==> config.mk <==
export PLATFORM = sky130hd
export DESIGN_NAME = mfp_int_ctrl_flat
export DESIGN_NICKNAME = d
export VERILOG_FILES = /design/src/rtl/mfp_int_ctrl_if.sv /design/src/rtl/mfp_int_ctrl.sv /design/src/flat_wrapper.sv
export SDC_FILE = /design/constraint.sdc
export NUM_CORES = 1
export LEC_CHECK = 0
export CAP_MARGIN = 15
export CORE_MARGIN = 5
export CORE_UTILIZATION = 60
export DETAILED_ROUTE_END_ITERATION = 12
export DONT_BUFFER_PORTS = 1
export GPL_TIMING_DRIVEN = 1
export PLACE_DENSITY = 0.82
export SLEW_MARGIN = 20
export SYNTH_ARGS = -nofsm -noshare
export SYNTH_HDL_FRONTEND = slang
export SYNTH_SLANG_ARGS = --single-unit
export TNS_END_PERCENT = 30
==> constraint.sdc <==
create_clock -name HCLK -period 1.5 [get_ports HCLK]
set_clock_uncertainty 0.1 [all_clocks]
set_input_delay 0.225 -clock HCLK [delete_from_list [all_inputs] [get_ports HCLK]]
set_output_delay 0.225 -clock HCLK [all_outputs]
set_load 0.02 [all_outputs]
==> src/rtl/mfp_int_ctrl_if.sv <==
`default_nettype none
// ============================================================================
//  Module   : mfp_int_ctrl_if
//  Purpose  : Register-port bundle between the AHB-Lite GPIO decoder (master)
//             and the mfp_int_ctrl interrupt controller (slave).
//  Signals  : reg_we    - register write strobe
//             reg_re    - register read strobe
//             reg_addr  - register select (0 PENDING, 1 ENABLE, 2 MODE, 3 POL)
//             reg_wdata - write data, one bit per interrupt source
//             reg_rdata - registered read data
//  Revision : 1.0 - initial release
// ============================================================================
interface mfp_int_ctrl_if #(
    parameter int N_SRC = 8
) ();
    logic             reg_we;
    logic             reg_re;
    logic [1:0]       reg_addr;
    logic [N_SRC-1:0] reg_wdata;
    logic [N_SRC-1:0] reg_rdata;

    modport master (
        output reg_we, reg_re, reg_addr, reg_wdata,
        input  reg_rdata
    );

    modport slave (
        input  reg_we, reg_re, reg_addr, reg_wdata,
        output reg_rdata
    );
endinterface
`default_nettype wire

==> src/rtl/mfp_int_ctrl.sv <==
`default_nettype none
// ============================================================================
//  Module   : mfp_int_ctrl
//  Purpose  : Per-source interrupt controller feeding the m14k SI_Int pins.
//             Synchronises raw sources, applies polarity, detects rising
//             edges or follows levels, latches pending, masks with ENABLE and
//             supports write-1-to-clear with a one-cycle acknowledge pulse.
//  Ports    : HCLK      - system/bus clock
//             SI_Reset  - synchronous active-high reset
//             src_in    - raw interrupt sources
//             bus       - register port (mfp_int_ctrl_if.slave)
//             irq       - pending & enable, registered
//             irq_any   - OR of irq
//             int_ack   - one-cycle acknowledge per source
//  Option   : define MFP_INT_EIC_EN to add eic_ack / eic_vector / eic_valid
//             for External Interrupt Controller mode (fixed priority, bit 0
//             highest, vector = index + 1, 0 when idle).
//  Params   : N_SRC (1..32), SYNC_STAGES (0 = inputs already synchronous)
//  Revision : 1.0 - initial release
// ============================================================================
module mfp_int_ctrl #(
    parameter int N_SRC       = 8,
    parameter int SYNC_STAGES = 2
) (
    input  wire logic             HCLK,
    input  wire logic             SI_Reset,
    input  wire logic [N_SRC-1:0] src_in,
    mfp_int_ctrl_if.slave         bus,
    output logic      [N_SRC-1:0] irq,
    output logic                  irq_any,
    output logic      [N_SRC-1:0] int_ack
`ifdef MFP_INT_EIC_EN
    ,
    input  wire logic             eic_ack,
    output logic      [5:0]       eic_vector,
    output logic                  eic_valid
`endif
);

    localparam logic [1:0] c_ADDR_PENDING = 2'd0;
    localparam logic [1:0] c_ADDR_ENABLE  = 2'd1;
    localparam logic [1:0] c_ADDR_MODE    = 2'd2;
    localparam logic [1:0] c_ADDR_POL     = 2'd3;

    logic [N_SRC-1:0] w_src_sync;
    logic [N_SRC-1:0] w_act;
    logic [N_SRC-1:0] w_act_reload;
    logic [N_SRC-1:0] w_new_pol;
    logic [N_SRC-1:0] w_cfg_chg;
    logic [N_SRC-1:0] w_set;
    logic [N_SRC-1:0] w_clr_req;
    logic [N_SRC-1:0] w_clr;
    logic [N_SRC-1:0] w_w1c;
    logic [N_SRC-1:0] w_pend_next;
    logic [N_SRC-1:0] w_rd_mux;
    logic             w_wr_pend;
    logic             w_wr_en;
    logic             w_wr_mode;
    logic             w_wr_pol;

    logic [N_SRC-1:0] r_pending;
    logic [N_SRC-1:0] r_enable;
    logic [N_SRC-1:0] r_mode;
    logic [N_SRC-1:0] r_pol;
    logic [N_SRC-1:0] r_act_prev;
    logic [N_SRC-1:0] r_irq;
    logic             r_irq_any;
    logic [N_SRC-1:0] r_int_ack;
    logic [N_SRC-1:0] r_rdata;

    // ------------------------------------------------------------------------
    // Input synchroniser. While in reset every stage captures the live input
    // so the edge history seeded during reset matches what the chain will
    // present after release (no spurious edge from an already-active source).
    // ------------------------------------------------------------------------
    generate
        if (SYNC_STAGES > 0) begin : g_sync
            logic [N_SRC-1:0] r_stage [SYNC_STAGES];

            always_ff @(posedge HCLK) begin
                if (SI_Reset) begin
                    for (int s = 0; s < SYNC_STAGES; s++) begin
                        r_stage[s] <= src_in;
                    end
                end else begin
                    r_stage[0] <= src_in;
                    for (int s = 1; s < SYNC_STAGES; s++) begin
                        r_stage[s] <= r_stage[s-1];
                    end
                end
            end

            assign w_src_sync = r_stage[SYNC_STAGES-1];
        end else begin : g_nosync
            assign w_src_sync = src_in;
        end
    endgenerate

    assign w_act = w_src_sync ^ r_pol;

    // ------------------------------------------------------------------------
    // Register-port decode
    // ------------------------------------------------------------------------
    assign w_wr_pend = bus.reg_we && (bus.reg_addr == c_ADDR_PENDING);
    assign w_wr_en   = bus.reg_we && (bus.reg_addr == c_ADDR_ENABLE);
    assign w_wr_mode = bus.reg_we && (bus.reg_addr == c_ADDR_MODE);
    assign w_wr_pol  = bus.reg_we && (bus.reg_addr == c_ADDR_POL);

    // Bits whose MODE or POL is being changed lose their pending state and
    // get their edge history reloaded under the new polarity.
    assign w_cfg_chg    = (w_wr_mode ? (r_mode ^ bus.reg_wdata) : '0)
                        | (w_wr_pol  ? (r_pol  ^ bus.reg_wdata) : '0);
    assign w_new_pol    = w_wr_pol ? bus.reg_wdata : r_pol;
    assign w_act_reload = w_src_sync ^ w_new_pol;

    assign w_w1c = w_wr_pend ? bus.reg_wdata : '0;

`ifdef MFP_INT_EIC_EN
    logic [5:0]       r_eic_vector;
    logic             r_eic_valid;
    logic [5:0]       w_eic_vec_next;
    logic [N_SRC-1:0] w_eic_clr;

    // Lowest-numbered asserted irq wins: scan downwards so the last hit
    // is the lowest index.
    always_comb begin
        w_eic_vec_next = '0;
        for (int i = N_SRC - 1; i >= 0; i--) begin
            if (r_irq[i]) begin
                w_eic_vec_next = 6'(i + 1);
            end
        end
    end

    // Acknowledge targets the source whose vector is currently presented.
    always_comb begin
        w_eic_clr = '0;
        if (eic_ack && r_eic_valid) begin
            for (int i = 0; i < N_SRC; i++) begin
                if (r_eic_vector == 6'(i + 1)) begin
                    w_eic_clr[i] = 1'b1;
                end
            end
        end
    end

    always_ff @(posedge HCLK) begin
        if (SI_Reset) begin
            r_eic_vector <= '0;
            r_eic_valid  <= 1'b0;
        end else begin
            r_eic_vector <= w_eic_vec_next;
            r_eic_valid  <= |r_irq;
        end
    end

    assign eic_vector = r_eic_vector;
    assign eic_valid  = r_eic_valid;
    assign w_clr_req  = w_w1c | w_eic_clr;
`else
    assign w_clr_req  = w_w1c;
`endif

    // Software clears only ever act on edge-mode bits.
    assign w_set = r_mode & w_act & ~r_act_prev;
    assign w_clr = w_clr_req & r_mode;

    // Edge bits: set beats clear. Level bits: follow act. Reconfigured bits: 0.
    assign w_pend_next = ((r_mode & (w_set | (r_pending & ~w_clr)))
                       | (~r_mode & w_act)) & ~w_cfg_chg;

    always_comb begin
        case (bus.reg_addr)
            c_ADDR_PENDING: w_rd_mux = r_pending;
            c_ADDR_ENABLE:  w_rd_mux = r_enable;
            c_ADDR_MODE:    w_rd_mux = r_mode;
            default:        w_rd_mux = r_pol;
        endcase
    end

    always_ff @(posedge HCLK) begin
        if (SI_Reset) begin
            r_pending  <= '0;
            r_enable   <= '0;
            r_mode     <= '0;
            r_pol      <= '0;
            // Polarity is 0 out of reset, so the raw synchronised sample is
            // the polarity-adjusted history.
            r_act_prev <= w_src_sync;
            r_irq      <= '0;
            r_irq_any  <= 1'b0;
            r_int_ack  <= '0;
            r_rdata    <= '0;
        end else begin
            r_act_prev <= (w_act & ~w_cfg_chg) | (w_act_reload & w_cfg_chg);
            r_pending  <= w_pend_next;
            r_int_ack  <= w_clr & r_pending & ~w_set & ~w_cfg_chg;
            r_irq      <= r_pending & r_enable;
            r_irq_any  <= |(r_pending & r_enable);
            if (w_wr_en) begin
                r_enable <= bus.reg_wdata;
            end
            if (w_wr_mode) begin
                r_mode <= bus.reg_wdata;
            end
            if (w_wr_pol) begin
                r_pol <= bus.reg_wdata;
            end
            // Read mux sees pre-write register contents.
            if (bus.reg_re) begin
                r_rdata <= w_rd_mux;
            end
        end
    end

    assign irq           = r_irq;
    assign irq_any       = r_irq_any;
    assign int_ack       = r_int_ack;
    assign bus.reg_rdata = r_rdata;

endmodule
`default_nettype wire

==> src/flat_wrapper.sv <==
// flat-port wrapper written by rule: the top's interface ports become plain ports
module mfp_int_ctrl_flat 
#(
    parameter int N_SRC       = 8,
    parameter int SYNC_STAGES = 2
)
  (HCLK, SI_Reset, src_in, irq, irq_any, int_ack, bus_reg_we, bus_reg_re, bus_reg_addr, bus_reg_wdata, bus_reg_rdata);
  mfp_int_ctrl_if #(.N_SRC(N_SRC)) bus_i ();
  input  wire logic HCLK;
  input  wire logic SI_Reset;
  input  wire logic [N_SRC-1:0] src_in;
  output logic      [N_SRC-1:0] irq;
  output logic irq_any;
  output logic      [N_SRC-1:0] int_ack;
  input wire logic [$bits(bus_i.reg_we)-1:0] bus_reg_we;
  input wire logic [$bits(bus_i.reg_re)-1:0] bus_reg_re;
  input wire logic [$bits(bus_i.reg_addr)-1:0] bus_reg_addr;
  input wire logic [$bits(bus_i.reg_wdata)-1:0] bus_reg_wdata;
  output wire logic [$bits(bus_i.reg_rdata)-1:0] bus_reg_rdata;
  assign bus_i.reg_we = bus_reg_we;
  assign bus_i.reg_re = bus_reg_re;
  assign bus_i.reg_addr = bus_reg_addr;
  assign bus_i.reg_wdata = bus_reg_wdata;
  assign bus_reg_rdata = bus_i.reg_rdata;
  mfp_int_ctrl #(.N_SRC(N_SRC), .SYNC_STAGES(SYNC_STAGES)) u_core (.HCLK(HCLK), .SI_Reset(SI_Reset), .src_in(src_in), .bus(bus_i), .irq(irq), .irq_any(irq_any), .int_ack(int_ack));
endmodule
==> metrics.yaml, run 1 <==
critPathArrivalTime_ns: 1.55
num_rows: 27
die_y_um: 85.3
synth-warning-count: 0
drive_gt1_share_pct: 13.4
end_kind: "flip-flop"
worst_slew_pin_slew_ns: 0.571
hold_viol: 0
dieWidth_um: 85.3
synthCells: 311
post-route-period-util_pct: 89.8
power_frac_clock_pct: 39.3
cts_made_buffers: 9
grt_pass1_wl_um: 12200
grtUsageTotal_pct: 21.7
fin_tns_setup_ns: 0
synth_compound_area_share_pct: 7.33
vias: 2363
fillers: 391
synth_cell_types: 34
p_sw_mw: 1.06
synth-adder-area-share_pct: 0
p_per_area_nw_per_um2: 1160
synth_top_family_by_area: "multiplexers"
grt-ovfl-total: 0
final_util_pct: 70.5
first_pass_iters: 4
path_class: "reg2reg"
htreeDepth: 3
syn_to_final_growth_pct: 14.2
portBuffers: 0
critPathLaunchType: "flip-flop"
routedWlPerCell_um: 18.2
mostFrequentLayoutCells: "81 x dfxtp_1, 39 x mux2i_1, 32 x nor2_1"
drv_slew: 0
globalplace.congestion: 0.754
synthesis.nets: 333
diodes: 0
drtIter0Drc: 148
cts_tree: "built"
syn_avg_cell_area_um2: 10.9
io_pins: 47
path_max_fanout: 6
synth-edff-count: 0
switching_share_pct: 23.4
final_common_cell: "dfxtp_1"
drc: 0
run_status: "finished clean"
antenna_found_initial: 0
cts.sinks: 81
drt_wl_total_um: 7400
p_int_mw: 3.45
synth_top_flop_cell: "dfxtp_1"
ys_ff_latch: 81
grt_pass1_vias: 2370
synthArstFlopShare_pct: 0
hold_path.class: "in2reg"
synth_xor_xnor_area_share_pct: 6.44
setup_violations: 0
p_leak_nw: 1.62
largest_reg_flops: 16
core_um2: 5510
critPathRequiredTime_ns: 1.70
synth.yosys.seq_area_share_pct: 47.7
die_area_um2: 7270
fmax_mhz: 742
synth_area_um2: 3400
yosys.area_share.simple_pct: 14.0
clk_pin_slew_ns: 0.08
vias_per_cell: 5.81
ctsResizeCount: 0
clk_latency_ns: 0.35
comb_power_share_pct: 8.6
hold_slack_ns: 0.0150
drv_cap: 0
seqPwrFrac_pct: 52.1
rsz0062_at_grt: "false"
cts-root-buf: "clkbuf_8"
initial_core_util_pct: 61.7
grt_max_degree: 51
place_hpwl_um: 4540
regMostFlops: "u_core.g_sync.r_stage"
relSlewSlack_pct: 61.8
layout.nets: 352
timing.final.crit_period_ns: 1.35
synth_mux_area_share_pct: 19.4
ir_drop_mv: 0.609
clockBufferDepth: 2
drtAntennaViolNets: 0
[cells by family (layout without fill, tap and decap cells)]
logic type             after synthesis  in the layout
XOR/XNOR                            25             25
AO/OA/AOI/OAI                       26             26
flip-flops                          81             81
buffers and inverters               36             60
AND/OR/NAND/NOR                     88             88
multiplexers                        55             55
[worst max-delay path: stages, from the launching register on]
cell and delay [ns]:
dfxtp_1 0.46, mux2i_1 0.11, nor2_1 0.09, dlygate4sd3_1 0.54
[power groups by stage]
| stage | clock [mW] | combinational (mW) | sequential (mW) |
|---|---|---|---|
| after floorplan | 0 | 0.311 | 2.37 |
| after global placement | 0 | 0.281 | 2.39 |
| after detailed placement | 0 | 0.292 | 2.40 |
| after CTS | 1.78 | 0.388 | 2.35 |
| after global routing | 1.88 | 0.421 | 2.36 |
| final | 1.77 | 0.386 | 2.35 |
[metrics by stage]
stage / setup slack (ns) / std cells / area [um^2] / total power [mW]
floorplan: 0.0488 / 311 / 3400 / 2.69
global placement: 0.0708 / 369 / 3430 / 2.67
detailed placement: 0.0487 / 369 / 3430 / 2.69
CTS: 0.178 / 407 / 3880 / 4.52
global route: 0.0905 / 407 / 3880 / 4.66
finish: 0.152 / 407 / 3880 / 4.51
[synth_stat cells (2+ instances only)]
master	number	share of area (%)
xor2_1	9	2.3
nand2_1	15	1.7
nor2_1	32	3.5
a211oi_2	6	2.2
a32oi_1	8	2.1
clkbuf_1	4	0.44
buf_4	3	0.66
nor2b_1	16	2.9
nand3b_1	3	0.66
nand4bb_1	8	2.7
dfxtp_1	81	48
mux2_2	8	2.7
nand3_1	7	1.0
xnor2_1	16	4.1
mux2i_1	39	11
inv_1	16	1.8
a311oi_1	6	1.5
buf_6	2	0.66
mux4_2	8	5.3
buf_2	10	1.5
[final timing paths]
| path | from | to | slack [ns] | depth (start not counted) |
|---|---|---|---|---|
| worst max-delay path | u_core.r_mode[0]$_SDFFE_PP0P_ | u_core.r_mode[0]$_SDFFE_PP0P_ | 0.15 | 3 |
| worst min-delay path | bus_reg_addr[1] | u_core.int_ack[4]$_SDFF_PP0_ | 0.02 | 2 |
| worst max register to register | u_core.r_mode[0]$_SDFFE_PP0P_ | u_core.r_mode[0]$_SDFFE_PP0P_ | 0.15 | 3 |
| worst min register to register | u_core.g_sync.r_stage[0][2]$_DFF_P_ | u_core.g_sync.r_stage[0][10]$_DFF_P_ | 0.36 | 1 |
[timing repair]
item	in CTS	in global routing
endpoints found under the hold margin	65	0
setup buffers	0	0
hold buffers	22	0
[layer usage]
metal	part of all wire [%]	global-route usage (%)	wire, um	vias up
met2	47	33.9	3500	90
met4	3.4	13.1	248	0
met5	0	0	0	-
li1	-	-	-	1115
met3	7.8	5.44	577	20
met1	41	26.9	3070	1138
[layout make-up]
class                           count  area, um^2  share of cell area (%)
Clock buffer                       11         141                    3.64
Clock inverter                      5        78.8                    2.03
Inverter                           16        60.1                    1.55
Multi-Input combinational cell    194        1600                    41.3
Sequential cell                    81        1620                    41.8
Tap cell                           72        90.1                    2.32
Timing Repair Buffer               28         288                    7.41
Note: power is estimated with default switching activity, not from simulation.
==> run 2, diff against run 1 <==
--- a/config.mk
+++ b/config.mk
@@ -5,6 +5,7 @@
 export SDC_FILE = /design/constraint.sdc
 export NUM_CORES = 1
 export LEC_CHECK = 0
+export ABC_AREA = 1
 export CAP_MARGIN = 15
 export CORE_MARGIN = 5
 export CORE_UTILIZATION = 60
==> run 2 against run 1 <==
  * Setup slack worse by 0.072 ns
  * Area after synthesis up 5.7%
  * Sequential share of layout area down 2.0 points
  * Non-clock buffer count up 2
  * Core utilization down 1.2 points
  * Highest routed layer unchanged
  * Global-route usage up 3.8 points
==> metrics.yaml, run 2 <==
cts_made_buffers: 9
cts.sinks: 81
p_per_area_nw_per_um2: 1100
path_max_fanout: 13
dpl_cell_area_um2: 3660
clk_latency_ns: 0.36
synthesis.nets: 563
core_um2: 5890
grt_pass1_vias: 3260
clk_pin_slew_ns: 0.08
p_leak_nw: 1.95
synthArstFlopShare_pct: 0
drc: 0
place_hpwl_um: 5870
die_area_um2: 7630
fin_tns_setup_ns: 0
synth-warning-count: 0
drive_gt1_share_pct: 5.11
drv_cap: 0
globalplace.congestion: 0.855
path_class: "in2reg"
die_y_um: 87.4
synth_commonest_cells: "190 x nand2_1, 81 x dfxtp_1, 73 x nand3_1, 60 x inv_1, 50 x nor2_1"
synth_area_um2: 3590
synth_top_area_share_pct: 45.1
ir_drop_mv: 0.893
grt_max_degree: 40
yosys-top-cells-area: "dfxtp_1 45%, nand2_1 20%, nand3_1 10%"
post-route-period-util_pct: 94.7
drtAntennaViolNets: 0
synthCells: 541
syn_to_final_growth_pct: 13.5
syn_avg_cell_area_um2: 6.64
grt_pass1_wl_um: 15200
r2r_start: "u_core.r_mode[2]$_SDFFE_PP0P_"
fmax_mhz: 704
drtIter0Drc: 347
initial_core_util_pct: 61.0
crit_start: "bus_reg_we"
top_layer: "met4"
rsz0062_at_grt: "false"
post_cts_buffers: 0
hold_depth: 3
end_kind: "flip-flop"
dp_slack_ns: 0.191
regMostFlops: "u_core.g_sync.r_stage"
cts-root-buf: "clkbuf_8"
finalInstanceArea_um2: 4080
mostFrequentLayoutCells: "190 x nand2_1, 81 x dfxtp_1, 73 x nand3_1"
hold_path.class: "in2reg"
hold_viol: 0
final_common_cell: "nand2_1"
layout.nets: 584
relSlewSlack_pct: 60.9
final_util_pct: 69.3
drv_slew: 0
synth.yosys.seq_area_share_pct: 45.1
grtUsageTotal_pct: 25.4
routedWlPerCell_um: 14.0
largest_reg_flops: 16
portBuffers: 0
run_status: "finished clean"
cts_tree: "built"
timing.final.crit_period_ns: 1.42
num_rows: 28
critPathRequiredTime_ns: 1.66
worst-r2r-cell-count: 7
vias: 3524
first_pass_iters: 5
worstHoldStart: "bus_reg_re"
grt-ovfl-total: 0
synth_top_flop_cell: "dfxtp_1"
setup_slack_ns: 0.0801
wl_met3_um: 928
drt_wl_total_um: 9000
antenna_found_initial: 0
synth_top_cell_by_area: "dfxtp_1"
io_pins: 47
route.met2.wl_um: 4270
htreeDepth: 3
synth_most_common_cell: "nand2_1"
vias_per_cell: 5.49
ys_ff_latch: 81
synth_cell_types: 19
critPathArrivalTime_ns: 1.58
critPathLaunchType: "input port"
dieWidth_um: 87.4
wl_met1_um: 3700
diodes: 0
worst_slew_pin_slew_ns: 0.584
setup_violations: 0
clockBufferDepth: 2
synth-edff-count: 0
[run 2: cell count changes in the layout (fill, tap and decap cells not counted), moves of 18 or more]
| cell | previous run | this run |
|---|---|---|
| inv_1 | 16 | 60 |
| mux2i_1 | 39 | 0 |
| nand2_1 | 15 | 190 |
| nand3_1 | 7 | 73 |
| nor2_1 | 32 | 50 |
[run 2: cell type report]
type / count / area (um^2)
multi-input cells: 379 / 1640
flip-flops and latches: 81 / 1620
well taps: 75 / 93.8
clock buffers: 12 / 145
repair buffers: 30 / 290
fillers: 517 / 1810
clock inverters: 4 / 52.6
inverters: 61 / 229
[run 2: worst max-delay path, cell delays in order]
cell           delay, ns
dlygate4sd3_1       0.91
nand3_1             0.20
nand2_1             0.10
nand2_1             0.05
inv_1               0.05
nor2_1              0.04
[run 2: stage by stage]
stage               cells  hold WS [ns]  total power [mW]
global route          642        0.0177              4.68
detailed placement    605         0.153              2.83
CTS                   642        0.0111              4.48
finish                642       0.00758              4.47
global placement      605         0.153              2.81
floorplan             541         0.153              2.76
[run 2: cells by family after synthesis]
kind of cell	count (synthesis)	synth area share [%]
flip-flops	81	45.1
AO/OA/AOI/OAI	42	5.85
AND/OR/NAND/NOR	335	39.4
XOR/XNOR	2	0.488
buffers and inverters	81	9.09
[run 2: timing repair]
action / 4_1_cts / 5_1_grt
hold buffers: 21 / 0
hold endpoints to repair: 69 / 0
resized for setup: 0 / 1
setup endpoints to repair: 0 / 1
[run 2: final timing paths]
check / slack [ns] / to
worst max-delay path: 0.08 / u_core.r_pending[2]$_SDFF_PP0_
worst min-delay path: 0.008 / u_core.bus.reg_rdata[0]$_SDFFE_PP0P_
worst min register to register: 0.32 / u_core.g_sync.r_stage[0][11]$_DFF_P_
worst max register to register: 0.37 / u_core.r_pending[2]$_SDFF_PP0_
[run 2: power breakdown]
group	switching (mW)	internal, mW
logic	0.297	0.188
registers	0.117	2.27
clock network	0.785	0.816
[run 2: metal layers]
layer / vias to the layer above / global-route usage (%)
li1: 1746 / -
met1: 1608 / 32.7
met2: 159 / 41.5
met3: 11 / 6.34
met4: 0 / 8.65
met5: - / 0
